### src/rtl/sram_chk_pkg.sv
// ---------------------------------------------------------------------------
// sram_chk_pkg
//
// Shared types and helpers for the SRAM read-path checker.
//   rd_pipe_t  : one in-flight read {addr, expected, valid, oor}
//   MAX_RD_LAT : deepest read latency the checker supports
//   sat_inc    : saturating increment for counters of any width <= MAX_CNT_W
//
// The struct fields are sized for the widest configuration; instances with
// narrower addresses or data zero-extend into them and the unused upper bits
// are trimmed away by synthesis.
// ---------------------------------------------------------------------------
package sram_chk_pkg;

  localparam int MAX_RD_LAT  = 4;
  localparam int PIPE_ADDR_W = 32;
  localparam int PIPE_DATA_W = 64;
  localparam int MAX_CNT_W   = 32;

  typedef struct packed {
    logic [PIPE_ADDR_W-1:0] addr;
    logic [PIPE_DATA_W-1:0] expected;
    logic                   valid;
    logic                   oor;
  } rd_pipe_t;

  // Returns val+1, or val unchanged once it has reached 2**width-1.
  function automatic logic [MAX_CNT_W-1:0] sat_inc(input logic [MAX_CNT_W-1:0] val,
                                                    input int                   width);
    logic [MAX_CNT_W:0] lim;
    lim = ((MAX_CNT_W+1)'(1) << width) - (MAX_CNT_W+1)'(1);
    if ({1'b0, val} >= lim) begin
      return val;
    end
    return val + MAX_CNT_W'(1);
  endfunction

endpackage

### src/rtl/sram_chk_pipe.sv
// ---------------------------------------------------------------------------
// sram_chk_pipe
//
// RD_LAT-deep shift register carrying in-flight reads from issue to compare.
// Each stage holds an rd_pipe_t entry plus an occupancy bit so idle
// (write) cycles travel through as bubbles.
//
// Ports:
//   clk      : clock, posedge
//   rst      : asynchronous active-low reset, empties every stage
//   in_live  : a read is being issued this cycle
//   in_ent   : issue-time snapshot of that read
//   out_live : the oldest stage holds a read due for compare
//   out_ent  : the oldest stage's snapshot
// ---------------------------------------------------------------------------
module sram_chk_pipe
  import sram_chk_pkg::*;
#(
  parameter int RD_LAT = 1
) (
  input  logic     clk,
  input  logic     rst,
  input  logic     in_live,
  input  rd_pipe_t in_ent,
  output logic     out_live,
  output rd_pipe_t out_ent
);

  rd_pipe_t          stage [RD_LAT];
  logic [RD_LAT-1:0] live;

  // Stage 0 captures at issue; each edge shifts one stage towards compare.
  always_ff @(posedge clk or negedge rst) begin
    if (!rst) begin
      for (int i = 0; i < RD_LAT; i++) begin
        stage[i] <= '0;
      end
      live <= '0;
    end else begin
      stage[0] <= in_ent;
      live[0]  <= in_live;
      for (int i = 1; i < RD_LAT; i++) begin
        stage[i] <= stage[i-1];
        live[i]  <= live[i-1];
      end
    end
  end

  assign out_live = live[RD_LAT-1];
  assign out_ent  = stage[RD_LAT-1];

endmodule

### config.mk
export PLATFORM = sky130hd
export DESIGN_NAME = sram_chk_pipe
export DESIGN_NICKNAME = d
export VERILOG_FILES = /design/src/rtl/sram_chk_pkg.sv /design/src/rtl/sram_chk_pipe.sv
export SDC_FILE = /design/constraint.sdc
export NUM_CORES = 1
export LEC_CHECK = 0
export BUFFER_PORTS_ARGS = -buffer_cell sky130_fd_sc_hd__buf_4
export CORE_AREA = 10 10 111 113
export DETAILED_ROUTE_END_ITERATION = 10
export DIE_AREA = 0 0 121 123
export PLACE_DENSITY = 0.54
export RECOVER_POWER = 25
export SYNTH_ARGS = -nofsm -noshare
export SYNTH_HDL_FRONTEND = slang
export SYNTH_SLANG_ARGS = --single-unit
### constraint.sdc
create_clock -name clk -period 0.8 [get_ports clk]
set_input_delay 0.12 -clock clk [delete_from_list [all_inputs] [get_ports clk]]
set_output_delay 0.12 -clock clk [all_outputs]
set_load 0.02 [all_outputs]
==> run summary <==
Buf+Inv Stages, Crit Path: 1
Initial DRC Count: 47
Fin nets: 512
GP Congestion: 0.697
Slew HR: 0.746
Top post-synthesis cells by count: 99 x dfrtp_1
CP startpoint kind: register
Die Ht: 123 um
Post-synth top area cell: dfrtp_1
Number of diodes: 0
Crit-path cells: buf_6
Drt wl/cell: 17.7 um
First-pass GRT wire length: 15000 um
Die area: 0.0149 mm^2
Setup TNS: -19.17 ns
Yosys synthesis warning count: 0
Final worst slack: -0.229 ns
CP Depth: 1
Fin util: 0.567
Switching portion of total power: 0.252
Total global-route track usage: 0.134
# DRC: 0
Distinct cells, synth: 1
Clock buffer count from CTS: 9
Post-Route WL: 9770 um
CP Capture Type: output port
Share of cells above drive strength 1: 0.522
Ys flop type: dfrtp_1
Fraction of registers with async set/reset: 1.00
Clk pwr share: 0.314
Count leader, synth: dfrtp_1
Core Area: 0.0101 mm^2
Final Setup Violations: 99
Final Power: 10500 uW
Ports: 200
Post CTS Setup Buffer Count: 0
Sequential Power Share: 0.513
CTS root buf: clkbuf_8
Vias per cell: 3.77
Area grow syn2layout: 132%
Pwr dens: 1830 mW/mm^2
Slowest stage delay, CP: 0.42 ns
# fillers: 739
CTS Sinks: 99
Rows: 37
Routed Antenna Nets: 0
Comb pwr share: 0.174
Status: finished with violations
Vias in the first global route: 2571
Via count of the routed design: 2083
CP Class: reg2out
Port Buffers: 199
Worst IR Drop VDD: 1170 uV
P_int: 7850 uW
Synth top area share: 1.00
Initial core utilization: 0.244
Psw: 2640 uW
Post-synth EDFFs: 0
H-Tree Level Count: 3
Area of the multi-input gates: 0 um^2
Clk slew on worst S/H paths: 0.10 ns
Seq/Total Area, Yosys: 1.00
GRT Residual Overflow: 0
RSZ-0062 raised after global routing: true
Slowest-stage cell, CP: dfrtp_1
Mapped Cells: 99
Largest net degree at the start of global routing: 57
Worst-path fanout max: 1
Multi-input comb cells: 0
Max Root-Sink Buffers: 2
Post-synthesis cell area: 0.00248 mm^2
Hold Crit Class: in2async
HPWL after DPL: 6620 um
Tightest Pin Transition: 0.381 ns
CTS tree: done
CP required: 0.68 ns
Pre-antenna DRT Iters: 3
Mapped Nets: 200
Final Hold Fails: 0
Slew Limit Fails: 0
Max Freq: 971 MHz
CP arrival: 0.91 ns
Syn Area/Cell: 25.0 um^2
LEAKAGE: 0.00276 uW
Final period utilization: 1.29
Max Cap Viol: 0
Initial antenna violation count: 0
Failing checks: setup timing
Synth area leaders: dfrtp_1 100%
Synth Register Bits: 99
Crit path max-delay family: flip-flops
Final min period: 1.03 ns
Width of the chip: 121 um
state kept, by name, indices dropped and copies added, names as in the netlist:
signal    flops
out_ent      98
out_live      1
cells in the final DEF, fill, tap and decap left out:
| master | synthesis | layout |
|---|---|---|
| buf_12 | 0 | 1 |
| inv_6 | 0 | 3 |
| buf_4 | 0 | 52 |
| clkinv_4 | 0 | 1 |
| clkbuf_4 | 0 | 48 |
| dlygate4sd3_1 | 0 | 100 |
| inv_8 | 0 | 1 |
| dfrtp_1 | 99 | 99 |
| clkbuf_8 | 0 | 9 |
| clkinv_2 | 0 | 1 |
| bufinv_16 | 0 | 1 |
| buf_6 | 0 | 100 |
stage by stage:
| stage | area (um^2) | setup slack, ns | cells | hold WS [ns] |
|---|---|---|---|---|
| CTS | 5760 | -0.258 | 552 | 0.272 |
| global placement | 4180 | 0.139 | 436 | 0.120 |
| global route | 5750 | -0.281 | 552 | 0.323 |
| detailed placement | 4180 | 0.142 | 436 | 0.122 |
| finish | 5750 | -0.229 | 552 | 0.299 |
| floorplan | 2480 | 0.264 | 99 | -0.176 |
final timing paths:
path                       slack [ns]               endpoint                   from
setup / recovery                -0.23            out_ent[28]  out_ent[28]$_DFF_PN0_
hold / removal                   0.30  out_ent[72]$_DFF_PN0_                    rst
max in group asynchronous        0.16  out_ent[29]$_DFF_PN0_                    rst
min in group clk                 0.41   out_ent[9]$_DFF_PN0_              in_ent[9]
cell families (layout without fill, tap and decap cells):
family	after synthesis	count (layout)	synth area share
flops	99	99	1.00
buf+inv	0	317	0
power groups by stage:
stage | registers [uW] | logic (uW) | clock network, uW
after detailed placement | 5430 | 1300 | 0
final | 5380 | 1820 | 3290
after global routing | 5410 | 1940 | 3680
after floorplan | 5760 | 0 | 0
after global placement | 5420 | 1290 | 0
after CTS | 5380 | 1860 | 3480
what timing repair did:
item                                    CTS  global route
endpoints found under the setup margin   99            99
pin swaps                                 0             0
gates resized for setup                  99             0
cloned                                    0             0
hold endpoints to repair                198             0
hold buffers                            100             0
per-layer routing:
layer / track usage / wire length [um]
met4: 0.0475 / 55
met5: 0 / 0
met2: 0.229 / 5110
met1: 0.140 / 3520
met3: 0.0675 / 1070
final cells by class:
| class | count | area (um^2) | area share |
|---|---|---|---|
| clock buffers | 9 | 124 | 0.0215 |
| clock inverters | 7 | 81.3 | 0.0141 |
| flip-flops and latches | 99 | 2480 | 0.431 |
| well taps | 136 | 170 | 0.0296 |
| repair buffers | 301 | 2900 | 0.504 |
Note: power is estimated with default switching activity, not from simulation.
